[config.mk]
export PLATFORM = sky130hd
export DESIGN_NAME = wb_initiator
export DESIGN_NICKNAME = d
export VERILOG_FILES = /design/src/rtl/wb_pkg.sv /design/src/rtl/wb_timeout_counter.sv /design/src/rtl/wb_initiator.sv
export SDC_FILE = /design/constraint.sdc
export NUM_CORES = 1
export LEC_CHECK = 0
export CAP_MARGIN = 0
export CORE_ASPECT_RATIO = 0.8
export CORE_UTILIZATION = 47
export DETAILED_ROUTE_END_ITERATION = 10
export GPL_ROUTABILITY_DRIVEN = 0
export PLACE_DENSITY_LB_ADDON = 0.15
export SLEW_MARGIN = 40
export SYNTH_ARGS = -nofsm -noshare
export SYNTH_HDL_FRONTEND = slang
export SYNTH_HIERARCHICAL = 1
export SYNTH_SLANG_ARGS = --single-unit
[constraint.sdc]
create_clock -name wb_clock_i -period 3.3 [get_ports wb_clock_i]
set_input_delay 0.33 -clock wb_clock_i [delete_from_list [all_inputs] [get_ports wb_clock_i]]
set_output_delay 0.33 -clock wb_clock_i [all_outputs]
set_load 0.01 [all_outputs]
[src/rtl/wb_pkg.sv]
// Shared Wishbone definitions: the initiator state encoding, default bus
// widths and the timeout counter sizing rule. Peripherals import this too.
package wb_pkg;

  localparam int WB_DATA_WIDTH     = 8;
  localparam int WB_ADDR_WIDTH     = 17;
  localparam int WB_TIMEOUT_CYCLES = 255;

  typedef enum logic [1:0] {
    IDLE     = 2'd0,
    REQUEST  = 2'd1,
    WAIT_ACK = 2'd2
  } wb_state_e;

  // Bits needed to hold 0..timeout; never narrower than one bit.
  function automatic int counter_width(input int timeout);
    return (timeout < 1) ? 1 : $clog2(timeout + 1);
  endfunction

endpackage

[src/rtl/wb_timeout_counter.sv]
// Counts the cycles a bus cycle has been open and flags the last permitted
// cycle. With TIMEOUT_CYCLES = 0 the flag never rises.
module wb_timeout_counter
  import wb_pkg::*;
#(
  parameter int TIMEOUT_CYCLES = WB_TIMEOUT_CYCLES
) (
  input  logic i_clk,
  input  logic i_rst,
  input  logic i_clear,
  input  logic i_enable,
  output logic o_expired
);

  localparam int CW = counter_width(TIMEOUT_CYCLES);
  localparam logic [CW-1:0] LAST = (TIMEOUT_CYCLES > 0) ? CW'(TIMEOUT_CYCLES - 1) : '0;

  logic [CW-1:0] r_count;

  // Cycle counter: cleared on acceptance, advances while the bus cycle is open.
  // NOTE: sequential state uses non-blocking assignments so every flop samples
  // the pre-edge values, independent of block ordering in the simulator.
  always_ff @(posedge i_clk or posedge i_rst) begin
    if (i_rst) begin
      r_count <= '0;
    end else if (i_clear) begin
      r_count <= '0;
    end else if (i_enable) begin
      r_count <= r_count + CW'(1);
    end
  end

  assign o_expired = (TIMEOUT_CYCLES != 0) && (r_count == LAST);

endmodule

[src/rtl/wb_initiator.sv]
// Wishbone B4 pipelined initiator: one client request becomes one bus cycle,
// answered by a single-cycle response pulse carrying read data or a timeout.
module wb_initiator
  import wb_pkg::*;
#(
  parameter int DATA_WIDTH     = WB_DATA_WIDTH,
  parameter int ADDR_WIDTH     = WB_ADDR_WIDTH,
  parameter int TIMEOUT_CYCLES = WB_TIMEOUT_CYCLES
) (
  input  logic                  wb_clock_i,
  input  logic                  wb_reset_i,
  input  logic                  req_valid_i,
  output logic                  req_ready_o,
  input  logic                  req_we_i,
  input  logic [ADDR_WIDTH-1:0] req_addr_i,
  input  logic [DATA_WIDTH-1:0] req_data_i,
  output logic                  resp_valid_o,
  output logic [DATA_WIDTH-1:0] resp_data_o,
  output logic                  resp_err_o,
  output logic [ADDR_WIDTH-1:0] wb_addr_o,
  output logic [DATA_WIDTH-1:0] wb_data_o,
  input  logic [DATA_WIDTH-1:0] wb_data_i,
  output logic                  wb_we_o,
  output logic                  wb_cycle_o,
  output logic                  wb_strobe_o,
  input  logic                  wb_stall_i,
  input  logic                  wb_ack_i
);

  wb_state_e             r_state;
  logic                  r_cyc;
  logic                  r_stb;
  logic                  r_we;
  logic [ADDR_WIDTH-1:0] r_addr;
  logic [DATA_WIDTH-1:0] r_wdata;
  logic                  r_resp_valid;
  logic                  r_resp_err;
  logic [DATA_WIDTH-1:0] r_resp_data;

  logic w_accept;
  logic w_ack_ok;
  logic w_expired;
  logic w_timeout;

  // An ack only counts once the strobe has been taken (no stall) or afterwards.
  assign w_accept  = (r_state == IDLE) && req_valid_i;
  assign w_ack_ok  = wb_ack_i && (((r_state == REQUEST) && !wb_stall_i) || (r_state == WAIT_ACK));
  assign w_timeout = w_expired && r_cyc && !w_ack_ok;

  wb_timeout_counter #(
    .TIMEOUT_CYCLES(TIMEOUT_CYCLES)
  ) u_timeout (
    .i_clk     (wb_clock_i),
    .i_rst     (wb_reset_i),
    .i_clear   (w_accept),
    .i_enable  (r_cyc),
    .o_expired (w_expired)
  );

  // Bus FSM with registered bus and response outputs; ack beats timeout.
  always_ff @(posedge wb_clock_i or posedge wb_reset_i) begin
    if (wb_reset_i) begin
      r_state      <= IDLE;
      r_cyc        <= 1'b0;
      r_stb        <= 1'b0;
      r_we         <= 1'b0;
      r_addr       <= '0;
      r_wdata      <= '0;
      r_resp_valid <= 1'b0;
      r_resp_err   <= 1'b0;
      r_resp_data  <= '0;
    end else begin
      r_resp_valid <= 1'b0;
      if (w_ack_ok) begin
        r_cyc        <= 1'b0;
        r_stb        <= 1'b0;
        r_resp_valid <= 1'b1;
        r_resp_err   <= 1'b0;
        if (!r_we) begin
          r_resp_data <= wb_data_i;
        end
        r_state      <= IDLE;
      end else if (w_timeout) begin
        r_cyc        <= 1'b0;
        r_stb        <= 1'b0;
        r_resp_valid <= 1'b1;
        r_resp_err   <= 1'b1;
        r_resp_data  <= '0;
        r_state      <= IDLE;
      end else begin
        case (r_state)
          IDLE: begin
            if (req_valid_i) begin
              r_addr  <= req_addr_i;
              r_wdata <= req_data_i;
              r_we    <= req_we_i;
              r_cyc   <= 1'b1;
              r_stb   <= 1'b1;
              r_state <= REQUEST;
            end
          end
          REQUEST: begin
            if (!wb_stall_i) begin
              r_stb   <= 1'b0;
              r_state <= WAIT_ACK;
            end
          end
          WAIT_ACK: begin
            r_state <= WAIT_ACK;
          end
          default: begin
            r_cyc   <= 1'b0;
            r_stb   <= 1'b0;
            r_state <= IDLE;
          end
        endcase
      end
    end
  end

  assign req_ready_o  = (r_state == IDLE);
  assign resp_valid_o = r_resp_valid;
  assign resp_data_o  = r_resp_data;
  assign resp_err_o   = r_resp_err;
  assign wb_addr_o    = r_addr;
  assign wb_data_o    = r_wdata;
  assign wb_we_o      = r_we;
  assign wb_cycle_o   = r_cyc;
  assign wb_strobe_o  = r_stb;

endmodule

* After elaboration in Yosys (flattened, before gate mapping) *
Cells that the tools add are included.

word-level totals
  word-level logic and storage cells = 60
  bits of input ports = 39
  register bits after elaboration = 48

cells by class
  bitwise gates (word level) = 2
  reduce and logical (&&, ||, !) cells = 17
  eq/ne operators = 8
  multiplexer cells = 22
  $add $sub $neg = 1

operators with widths
  kind                                                                     number
  8-bit two-way mux                                                        5
  1-bit two-way mux                                                        10
  8-bit by 1-bit adder with 8-bit output, second input constant            1
  8-bit equality test, second input constant                               1
  2-bit two-way mux                                                        4
  2-bit one-hot mux with 3 select lines                                    1
  2-bit AND reduction                                                      3
  1-bit logical AND                                                        5
  4-bit by 2-bit inequality test with 1-bit output, second input constant  1
  4-bit inequality test, second input constant                             1
  4-bit AND reduction                                                      1
  2-bit nonzero test                                                       2
  3-bit by 1-bit inequality test with 1-bit output, second input constant  1
  3-bit inequality test, second input constant                             1
  1-bit one-hot mux with 3 select lines                                    1
  3-bit AND reduction                                                      1
  2-bit by 1-bit equality test with 1-bit output, second input constant    1
  2-bit equality test, second input constant                               1
  1-bit zero test                                                          2
  2-bit zero test                                                          1
  2-bit inequality test, second input constant                             1
  1-bit inverter                                                           2
  1-bit one-hot mux with 2 select lines                                    1
  2-bit OR reduction                                                       1
  1-bit logical OR                                                         1

* Logic depth before layout (Yosys ltp) *
Gate-level depths: netlist (run 1).

  depth after elaboration = 8
  gate-level depth with buffers = 8
  mapped depth without buffers = 7

* Hierarchy *
Netlist (run 1), hierarchy kept.

by module, submodules not included
  module              instances  cells each  area an instance (um2)
  wb_initiator        1          107         1692.9
  wb_timeout_counter  1          42          406.6

* Least setup slack after synthesis (run 1) *
Ideal clock, no wire load.

  path kind = reg-to-reg
  start = reg u_timeout.r_count[0]
  end = reg r_addr[0], in the netlist wb_addr_o[0]
  period minus slack after synthesis = 1.745 ns
  path slack = 1.555 ns
  cell stages (with the launch flop) = 9
  arrival = 1.620 ns
  cells stage by stage = dfrtp_1 > inv_1 > ha_1 > nand3_1 > nor2_1 > nand2_1 > nand3_4 > buf_6 > mux2_4

between the ends
  cells in the longest elaborated chain, start to end = 5

RTL lines
  what                            RTL line                  RTL
  from (decl)                     wb_timeout_counter.sv:18  logic [CW-1:0] r_count;
  from (signal assigned)          wb_timeout_counter.sv:29  r_count <= r_count + CW'(1);
  8-bit equality test             wb_timeout_counter.sv:33  assign o_expired = (TIMEOUT_CYCLES != 0) && (r_count == LAST);
  via w_expired                   wb_initiator.sv:42        logic w_expired;
  1-bit logical AND (2 in a row)  wb_initiator.sv:48        assign w_timeout = w_expired && r_cyc && !w_ack_ok;
  1-bit inverter (no line)        n/a
  4-bit AND reduction (no line)   n/a
  to (signal assigned)            wb_initiator.sv:94        r_addr <= req_addr_i;
  to (decl)                       wb_initiator.sv:34        logic [ADDR_WIDTH-1:0] r_addr;

The timed path passes the listed nets, and every way through them passes these cells.
A chain may end at the register's enable or synchronous reset.

* Worst setup path in the final report (run 1) *
  start = reg r_state[1]
  end = reg r_addr[1], in the netlist wb_addr_o[1]

between the ends
  cells in the longest elaborated chain, start to end = 8
  elaborated cells between the ends (all ways) = 11

RTL lines
  what                                            RTL line            RTL
  from (decl)                                     wb_initiator.sv:30  wb_state_e r_state;
  from (signal assigned)                          wb_initiator.sv:63  r_state <= IDLE;
  from (signal assigned)                          wb_initiator.sv:82  r_state <= IDLE;
  from (signal assigned)                          wb_initiator.sv:89  r_state <= IDLE;
  2-bit by 1-bit equality test with 1-bit output  wb_initiator.sv:47  assign w_ack_ok = wb_ack_i && (((r_state == REQUEST) && !wb_stall_i) || (r_state == WAIT_ACK));
  1-bit logical AND                               wb_initiator.sv:47
  1-bit logical OR                                wb_initiator.sv:47
  1-bit logical AND                               wb_initiator.sv:47
  1-bit zero test                                 wb_initiator.sv:48
  1-bit logical AND                               wb_initiator.sv:48
  1-bit inverter (no line)                        n/a
  4-bit AND reduction (no line) *                 n/a

Mark *: on every way between the ends. The rest lies on a longest branch, timed or not.

==> out/results.ini, run 1 <==
[sta]
period_minus_slack_ns = 2.17
tightest_slew_ns = 0.491
holdWs_ns = 0.327
tns_ns = 0
setup_viol = 0
relSlewSlack_pct = 66.9
fmax_ghz = 0.460
fin_skew_ns = 0.0114
finalHoldViolations = 0
min_period_over_period_pct = 65.9
slew_viol_final = 0
rsz0062_at_grt = no

[layout]
diodes = 0
fin_util_pct = 71.0
seq_area_mm2 = 0.00120
syn_to_final_growth_pct = 43.1
final_cells = 287
multiInputGateArea_um2 = 825
num-nets-final = 273
fillCellCount = 314
layout-drive-gt1-share_pct = 17.8
final_cell_mix = 77 x clkdlybuf4s50_1, 48 x dfrtp_1, 20 x mux2_4
final_common_cell = clkdlybuf4s50_1

[synthesis]
synthesis.area_mm2 = 0.00210
synth_top_area_share_pct = 57.2
yosysSeqAreaShare_pct = 57.2
yosysWarnings = 6
syn_inst = 149
synth_fp_nets = 193
ys_top_cells_by_area = dfrtp_1 57%, mux2_4 14%, a22o_1 3.3%
synth_edf_count = 0
ys_seq_elements = 48
yosysUniqueCellTypes = 31
synthArstFlopShare_pct = 100
yosys.area.top_type = dfrtp_1
avgSynthCellArea_um2 = 14.1
synth_flop_cell = dfrtp_1

[global_routing]
gr-total-overflow = 0
grt_start_max_net_pins = 27
first_global_vias = 1464
grt_antenna_before_repair = 0
grt_pass1_wl_um = 7200
track_usage_pct = 20.1

[cts]
cts-root-buf = clkbuf_8
clkLatencyLatePin_ns = 0.30
cts_hold_buf = 0
clkTransAtPathRegs_ns = 0.09
cts.path.max_buffers = 2
cts_buffers = 5
postCtsSetupRepairBufs = 0
clkSinkCount = 48
htree_levels = 2
cts_tree = yes
cts_resized = 0

[placement]
dpl.hpwl_um = 3160
portBuffers = 77
placed_cells = 279

[floorplanning]
design.core.area_mm2 = 0.00423
die-height_um = 61.8
rows = 21
start_util_pct = 49.6
dieWidth_um = 76.7
die_area_mm2 = 0.00474
ios = 78

[critical_path]
cp.arrival_ns = 2.36
reg2regPathDepth = 5
start_kind = flop
path_class = reg2reg
crit_required_ns = 3.49
endpoint_kind = flop
r2r-end = wb_addr_o[1]
cp_max_fo = 26
reg2reg_slack_ns = 1.13
r2r_start = r_state[1]

[route]
route.vias.total = 1456
viasPerCell = 5.07
drcViolationCount = 0
wl_met2_um = 2010
drt_iter0_drc = 41
wl_per_cell_um = 15.3
highest_layer = met4
met1_length_um = 2000
dr_wl_met3_um = 318
drt-pass1-iter-count = 4
ant_nets = 0
routed_wl_um = 4390

[power_and_ir_drop]
pwr_density_cell_mw_per_mm2 = 881
power_w = 0.00265
p_leak_nw = 1.36
ir_drop_v = 0.000461

[hold_path]
hold_class = in2async

[run]
maxCapViolations = 0

[status]
status = finished, final reports clean

[per-stage QoR]
| stage | worst slack [ns] | area, um^2 |
|---|---|---|
| 2_1_floorplan | 1.55 | 2100 |
| 3_3_place_gp | 1.09 | 2910 |
| 3_5_place_dp | 1.01 | 2910 |
| 4_1_cts | 1.15 | 3010 |
| 5_1_grt | 1.02 | 3010 |
| 6_report | 1.13 | 3010 |
[layout make-up]
| class | count | share of cell area, % |
|---|---|---|
| Multi-Input combinational cell | 86 | 27.4 |
| Tap cell | 57 | 2.37 |
| Timing Repair Buffer | 78 | 25.9 |
| Inverter | 10 | 1.25 |
| Sequential cell | 48 | 40.0 |
| Clock buffer | 5 | 2.29 |
| Clock inverter | 3 | 0.791 |
[cells in the mapped netlist, types with 2 or more instances]
library cell  instances
a211oi_1              2
a21oi_1               5
a22o_1                8
buf_2                 2
buf_6                 2
dfrtp_1              48
ha_1                  5
inv_1                10
mux2_2                6
mux2_4               20
nand2_1               4
nand3_1               3
nand4_1               2
nor2_1                8
o21ai_0               4
or3_1                 3
xor2_1                3
[cell families (layout without fill, tap and decap cells)]
kind of cell | after synthesis | count (layout) | share of synthesized area (%)
adders and majority gates | 5 | 5 | 2.98
muxes | 27 | 27 | 18.0
DFF | 48 | 48 | 57.2
xor gates and xnor gates | 4 | 4 | 1.67
buffers and inverters | 15 | 96 | 3.52
AOI/OAI and AO/OA | 25 | 25 | 9.54
and+or+nand+nor | 25 | 25 | 7.09
[how the worst max path moves through the flow]
| stage | start | slack (ns) | endpoint |
|---|---|---|---|
| finish | r_state[1] | 1.13 | wb_addr_o[1] |
| global route | r_state[0] | 1.02 | wb_addr_o[0] |
| CTS | r_state[1] | 1.15 | wb_addr_o[13] |
| detailed placement | req_valid_i | 1.01 | wb_addr_o[4] |
| global placement | req_valid_i | 1.09 | wb_data_o[1] |
| floorplan | u_timeout/r_count[0] | 1.55 | wb_addr_o[0] |
[report_power, final]
group / total [W] / leakage [nW] / internal [W] / switching [W]
Sequential: 0.00101 / 0.592 / 0.000840 / 0.000172
Combinational: 0.00128 / 0.728 / 0.000802 / 0.000481
Clock: 0.000352 / 0.0404 / 0.000150 / 0.000202
[worst max-delay path: stages (launching register included)]
cell and delay, ns:
dfrtp_1 0.41, inv_1 0.10, ha_1 0.21, and2_1 0.42, nand3_4 0.46, mux2_4 0.45
[flip-flops by register name (all words and copies together) (netlist names)]
name,count
wb_data_o,8
resp_err_o,1
wb_we_o,1
wb_cycle_o,1
resp_data_o,8
resp_valid_o,1
r_state,2
wb_strobe_o,1
wb_addr_o,17
u_timeout/r_count,8
[routing by layer]
metal	up-vias	track usage (%)
met5	-	0
met4	0	6.87
met3	5	5.69
met2	62	32.5
met1	709	26.6
li1	680	-
No activity file was read; power rests on OpenSTA's default activity.
==> run 2: changes to the inputs <==
--- a/config.mk
+++ b/config.mk
@@ -7,7 +7,7 @@
 export LEC_CHECK = 0
 export CAP_MARGIN = 0
 export CORE_ASPECT_RATIO = 0.8
-export CORE_UTILIZATION = 47
+export CORE_UTILIZATION = 40
 export DETAILED_ROUTE_END_ITERATION = 10
 export GPL_ROUTABILITY_DRIVEN = 0
 export PLACE_DENSITY_LB_ADDON = 0.15
==> constraint.sdc (replaced) <==
create_clock -name wb_clock_i -period 2 [get_ports wb_clock_i]
set_input_delay 0.2 -clock wb_clock_i [delete_from_list [all_inputs] [get_ports wb_clock_i]]
set_output_delay 0.2 -clock wb_clock_i [all_outputs]
set_load 0.01 [all_outputs]
==> run 2 against run 1 <==
  * Utilization down 9.8 points
  * Routed wire length up 5.1%
  * Die area up 17%
  * Critical path depth up 3
  * Worst setup slack worse by 0.95 ns
  * Register-to-register slack worse by 0.95 ns
  * Combinational power up 72%
  * Non-clock buffer count up 5
  * Final area up 2.6%
  * Critical endpoint is now wb_data_o[7]
  * Largest power group unchanged
  * Highest routed layer unchanged
==> out/results.ini, run 2 (synthesized netlist as in run 1, its figures left out) <==
[status]
status = finished, final reports clean

[route]
wl_per_cell_um = 15.5
route.vias.total = 1477
ant_nets = 0
routed_wl_um = 4610
viasPerCell = 4.97
drt-pass1-iter-count = 4
drcViolationCount = 0
drt_iter0_drc = 114

[cts]
cts_buffers = 5
cts-root-buf = clkbuf_8
clkLatencyLatePin_ns = 0.30
clkTransAtPathRegs_ns = 0.10
cts_hold_buf = 0
postCtsSetupRepairBufs = 0
clkSinkCount = 48
cts_tree = yes
cts.path.max_buffers = 2
cts_resized = 0
htree_levels = 2

[layout]
seq_area_mm2 = 0.00120
diodes = 0
num-nets-final = 278
final_cells = 297
final_common_cell = clkdlybuf4s50_1
largest_reg_flops = 17
syn_to_final_growth_pct = 46.9
layout-drive-gt1-share_pct = 19.1
fillCellCount = 386
multiInputGateArea_um2 = 825
final_cell_mix = 77 x clkdlybuf4s50_1, 48 x dfrtp_1, 20 x mux2_4

[hold_path]
hold_class = in2async

[sta]
slew_viol_final = 0
fmax_ghz = 0.547
relSlewSlack_pct = 68.9
setup_viol = 0
period_minus_slack_ns = 1.83
min_period_over_period_pct = 91.3
tns_ns = 0
finalHoldViolations = 0
fin_skew_ns = 0.0135
tightest_slew_ns = 0.461
fin_ws_ns = 0.173
rsz0062_at_grt = no

[global_routing]
grt_pass1_wl_um = 7560
grt_start_max_net_pins = 27
track_usage_pct = 17.6
first_global_vias = 1511
grt_antenna_before_repair = 0
gr-total-overflow = 0

[floorplanning]
die_area_mm2 = 0.00554
rows = 23
ios = 78
start_util_pct = 41.7
design.core.area_mm2 = 0.00504
die-height_um = 66.8
dieWidth_um = 83

[power_and_ir_drop]
clockPowerShare_pct = 15.7
seqPwrFrac_pct = 36.0
ir_drop_v = 0.000892
pwr-share-comb_pct = 48.3
p_sw_share_pct = 31.4
power_switching_w = 0.00143
pwr_density_cell_mw_per_mm2 = 1480
p_int_w = 0.00313
p_leak_nw = 1.41

[placement]
portBuffers = 77
place_ws_ns = 0.165
dpl.hpwl_um = 3440
placed_cells = 289

[critical_path]
cp_top_family = simple AND/OR/NAND/NOR gates
path_class = reg2reg
critPathSlowestCell = dfrtp_1
cp_max_fo = 20
crit_required_ns = 2.20
start_kind = flop
max_stage_delay_ns = 0.44
cp.arrival_ns = 2.02
cp_cell_sequence = inv_1 -> ha_1 -> nand3_1 -> nor2_1 -> nand2_1 -> nand3_4 -> buf_12 -> mux2_4
endpoint_kind = flop
cp_num_buf_inv = 2

[run]
maxCapViolations = 0

-- run 2: worst paths after layout --
path / start / end / slack, ns / cells after the start
min in group wb_clock_i: req_addr_i[7] / wb_addr_o[7] / 0.50 / 2
setup / recovery: u_timeout/r_count[0] / wb_data_o[7] / 0.17 / 8
max in group asynchronous: wb_reset_i / wb_strobe_o / 1.43 / 3
setup reg to reg: u_timeout/r_count[0] / wb_data_o[7] / 0.17 / 8
hold reg to reg: resp_data_o[6] / resp_data_o[6] / 0.50 / 1
hold / removal: wb_reset_i / u_timeout/r_count[1] / 0.19 / 2
-- run 2: through the flow --
step | cell area, um^2 | hold WS, ns | power [W] | utilization (%)
after floorplan | 2100 | 0.0157 | 0.00280 | -
after global placement | 2970 | 0.486 | 0.00379 | 59.0
after detailed placement | 2970 | 0.484 | 0.00386 | 59.0
after CTS | 3080 | 0.194 | 0.00460 | 61.2
after global routing | 3080 | 0.241 | 0.00481 | 61.2
final | 3080 | 0.185 | 0.00456 | 61.2
-- run 2: layout make-up --
| type | count | share of cell area (%) |
|---|---|---|
| timing repair buffer | 83 | 26.9 |
| multi-input combinational | 86 | 26.7 |
| clock buffer | 5 | 2.23 |
| tap | 62 | 2.52 |
| sequential | 48 | 38.9 |
| clock inverter | 3 | 1.50 |
| inverter | 10 | 1.22 |
-- run 2: metal layers --
layer	global-route usage, %	up-vias	routed length (um)
li1	-	689	-
met1	23.4	729	2150
met4	5.39	0	29
met2	28.0	53	2140
met3	5.33	6	283
met5	0	-	0
-- run 2: power groups by stage --
stage | combinational (W) | sequential, W | clock (W)
after global routing | 0.00235 | 0.00169 | 0.000773
after global placement | 0.00214 | 0.00165 | 0
final | 0.00220 | 0.00164 | 0.000716
after floorplan | 0.000995 | 0.00181 | 0
after CTS | 0.00223 | 0.00164 | 0.000731
after detailed placement | 0.00221 | 0.00166 | 0
==> edit 1 (settings of run 2) <==
Change the package constant `WB_ADDR_WIDTH` from 17 to 13.
--- a/src/rtl/wb_pkg.sv
+++ b/src/rtl/wb_pkg.sv
@@ -5,3 +5,3 @@
   localparam int WB_DATA_WIDTH     = 8;
-  localparam int WB_ADDR_WIDTH     = 17;
+  localparam int WB_ADDR_WIDTH     = 13;
   localparam int WB_TIMEOUT_CYCLES = 255;
Interface: changed (resized req_addr_i and wb_addr_o); port bits go from 78 to 70. No check against the original RTL was run, so the function may have changed too.
==> edit 1 against run 2 <==
- total power decreased by 8.5%
- sequential cell count decreased by 4
- setup slack got worse by 0.0081 ns
- clock skew decreased by 0.0056 ns
- synthesized area decreased by 6.9%
- sequential share of layout area decreased by 0.26 points
- maximum frequency decreased by 0.44%
- cell area decreased by 7.7%
- critical path depth decreased by 2
- routed wire length decreased by 7.3%
- largest cell class unchanged
==> edit 1: results (changes against run 2) <==
Outcome
  • Outcome: complete, no violations

STA
  • Hold Worst Slack: 0.1908 ns (+0.005618 ns)
  • Final setup skew: 0.007893 ns (-0.005619 ns)

GRT
  • First-pass GRT wire length: 6.610 mm (-13%)
  • Pin count of the biggest net entering global routing: 37 (+37%)
  • GRT Util Overall: 16.99% (-0.66 points)
  • Global Route met1 Usage: 23.20% (-0.25 points)
  • Vias in the first global route: 1366 (-9.6%)

Detailed routing
  • Vias after detailed routing: 1387 (-6.1%)
  • Wirelength per Cell: 15.37 µm (-0.93%)
  • 1st-iter DRT viols: 49 (-57%)
  • Met3 wire length: 259 µm (-8.5%)
  • DR vias/cell: 4.989 (+0.32%)

Pwr
  • Final Total Pwr: 4.177 mW (-8.5%)
  • Worst vdd rail ir drop: 0.0007901 V (-11%)
  • Combinational power: 2.00 mW (-9.1%)
  • Clock group power: 0.672 mW (-6.1%)
  • Leakage: 1.301 nW (-7.5%)
  • Switching Power: 1.313 mW (-8.5%)

Placed design
  • Number of input and output port buffers inserted: 69 (-10%)
  • Post-Place Cell Area: 2714 µm² (-8.6%)
  • Post-detailed-placement half-perimeter wirelength: 3.101 mm (-9.9%)
  • Count of placed standard cells including taps: 269 (-6.9%)

Final layout
  • Final instance area: 2846 µm² (-7.7%)
  • Number of combinational gates with multiple inputs: 83 (-3.5%)
  • Sequential fraction of total cell area: 38.68% (-0.26 points)
  • Flip-flop count of the largest register, all copies and words added: 13 (-4)
  • Multi-input combinational area share: 28.00% (+1.3 points)
  • Final net count: 257 (-7.6%)
  • Share of layout cells above drive strength 1: 18.35% (-0.80 points)

Yosys
  • Xor and xnor fraction of the mapped netlist area: 1.793% (+0.12 points)
  • Synth Net Count: 181 (-6.2%)
  • Leading cell types by count after synthesis: 44 x sky130_fd_sc_hd__dfrtp_1, 20 x sky130_fd_sc_hd__mux2_4, 10 x sky130_fd_sc_hd__inv_1
  • Synthesis-stage register bit count: 44 (-8.3%)
  • Part of the Yosys area used for sequential elements: 56.34% (-0.87 points)
  • Synth top area cells: sky130_fd_sc_hd__dfrtp_1 56%, sky130_fd_sc_hd__mux2_4 15%, sky130_fd_sc_hd__a22o_1 3.6%, sky130_fd_sc_hd__ha_1 3.2%, sky130_fd_sc_hd__inv_1 1.9%
  • Adder-cell share of the synthesized area: 3.201% (+0.22 points)
  • Mux share of post-synthesis cell area: 17.03% (-0.97 points)
  • Post-Synthesis Mean Instance Area: 13.86 µm² (-1.6%)

Floorplanning
  • Horizontal die dimension: 80.15 µm (-3.4%)
## edit 1: cell types whose count changed in the layout (fill, tap and decap cells not counted)
cell	delta
sky130_fd_sc_hd__nand3_4	+1
sky130_fd_sc_hd__buf_4	-1
sky130_fd_sc_hd__buf_12	-1
sky130_fd_sc_hd__clkdlybuf4s50_1	-8
sky130_fd_sc_hd__dfrtp_1	-4
sky130_fd_sc_hd__mux2_2	-4
## edit 1: worst paths after layout
kind | from | end | cells after the start
max | r_state[1] | wb_data_o[3] | 6
min in group wb_clock_i | wb_addr_o[9] | wb_addr_o[9] | 1
min reg2reg | wb_addr_o[9] | wb_addr_o[9] | 1
min | wb_reset_i | u_timeout/r_count[7] | 2
max in group asynchronous | wb_reset_i | resp_valid_o | 3
max reg2reg | r_state[1] | wb_data_o[3] | 6
==> edit 2 (flow settings as in run 2) <==
Made on the original files. Make the reset (`i_rst` and `wb_reset_i`) synchronous in 2 clocked blocks.
--- a/src/rtl/wb_timeout_counter.sv
+++ b/src/rtl/wb_timeout_counter.sv
@@ -22,3 +22,3 @@
   // the pre-edge values, independent of block ordering in the simulator.
-  always_ff @(posedge i_clk or posedge i_rst) begin
+  always_ff @(posedge i_clk) begin
     if (i_rst) begin
--- a/src/rtl/wb_initiator.sv
+++ b/src/rtl/wb_initiator.sv
@@ -60,3 +60,3 @@
   // Bus FSM with registered bus and response outputs; ack beats timeout.
-  always_ff @(posedge wb_clock_i or posedge wb_reset_i) begin
+  always_ff @(posedge wb_clock_i) begin
     if (wb_reset_i) begin
Check against the original RTL: differs if wb_reset_i is asserted again (counterexample within 4 cycles, from zero or initial values and one cycle with wb_reset_i high); with wb_reset_i held inactive, the same outputs for 10 cycles.
==> edit 2 against run 2 <==
- via count is 56% higher
- cell area is 9.0% higher
- sequential cell count stayed put
- sequential power is 20% lower
- synthesized area is 17% higher
- final cell count is 38% higher
- setup slack better by 0.036 ns
- global-route usage is 2.9 points higher
- count of clock-buffer cells in the layout is 2 higher
- total power is 24% lower
- routed wire length is 40% higher
- critical path type is now reg -> out
- largest power group unchanged
==> edit 2: results (changes against run 2) <==
Outcome
  • Outcome: complete, no violations

GRT
  • Vias in the first global route: 2174 (+44%)
  • First-pass GRT wire length: 10.21 mm (+35%)
  • Pin count of the biggest net entering global routing: 36 (+33%)
  • GRT Util Overall: 20.57% (+2.9 points)

Detailed routing
  • Wirelength per Cell: 15.78 µm (+1.7%)
  • Vias after detailed routing: 2305 (+56%)

Hold path
  • Tightest Hold Check Type: in -> reg

Yosys
  • Leading cell types by count after synthesis: 48 x sky130_fd_sc_hd__dfxtp_1, 39 x sky130_fd_sc_hd__a21oi_1, 29 x sky130_fd_sc_hd__nand4_1
  • Adder-cell share of the synthesized area: 3.061% (+0.081 points)
  • Synth Net Count: 304 (+58%)
  • Part of the Yosys area used for sequential elements: 39.18% (-18 points)
  • Mux share of post-synthesis cell area: 0% (-18 points)
  • Cell variety after synth: 38 (+23%)
  • Post-synthesis compound-gate area fraction: 28.16% (+19 points)
  • Async S/R FF share, synth: 0% (-100 points)
  • Synth top area cells: sky130_fd_sc_hd__dfxtp_1 39%, sky130_fd_sc_hd__o31ai_2 10%, sky130_fd_sc_hd__a21oi_1 8.0%, sky130_fd_sc_hd__nand4_1 7.4%, sky130_fd_sc_hd__ha_1 3.1%

Pwr
  • Final Total Pwr: 3.448 mW (-24%)
  • Worst vdd rail ir drop: 0.0005076 V (-43%)
  • Total sequential power: 1.31 mW (-20%)
  • Switching fraction of total power: 37.70% (+6.2 points)
  • Clk pwr share: 17.6% (+1.9 points)

STA
  • Worst slew margin: 53.08% (-16 points)
  • Final setup skew: 0.01079 ns (-0.002726 ns)

Clock tree
  • Post-CTS setup buffer count: 0 (unchanged)

Worst setup path
  • Reg2Reg Launch Point: u_timeout/r_count[0]
  • Destination of the worst register-to-register timing path: wb_addr_o[2]
  • End point of the critical path: wb_cycle_o
  • R2R setup slack: 0.28 ns (+0.11 ns)
  • CP top delay family: flip-flops
  • Worst-path fanout max: 14 (-30%)
  • Critical path startpoint: wb_cycle_o
  • Path depth of the worst reg2reg path: 9 (+1)
  • Cell with the largest stage delay on the worst path: sky130_fd_sc_hd__dfxtp_1

Final layout
  • Final net count: 373 (+34%)
  • Share of layout cells above drive strength 1: 15.20% (-4.0 points)

Placed design
  • Post-detailed-placement half-perimeter wirelength: 4.212 mm (+22%)
## edit 2: layer usage
metal  vias up  global-route usage (%)  routed length [µm]  share of wire (%)
met2        61                   33.59                2914                 45
met1      1121                   26.88                3137                 48
met4         0                   6.526                  93                1.4
met5         -                       0                   0                  0
li1       1114                       -                   -                  -
met3         9                   4.778                 324                5.0
## edit 2: metrics by stage
stage          utilization (%)  setup slack, ns  cells
4_1_cts                  56.85           0.1828    410
6_report                 56.85           0.2090    410
3_5_place_dp             55.26           0.2020    402
5_1_grt                  56.85           0.1300    410
3_3_place_gp             55.26           0.2499    402
2_1_floorplan                -           0.2139    259
## edit 2: area by class of cell
cell class / count / area [µm²]
Fill cell: 546 / 2551
Tap cell: 81 / 101.3
Clock buffer: 7 / 86.33
Clock inverter: 1 / 7.507
Multi-Input combinational cell: 180 / 1313
Sequential cell: 48 / 960.9
Inverter: 5 / 18.77
Timing Repair Buffer: 88 / 873.3
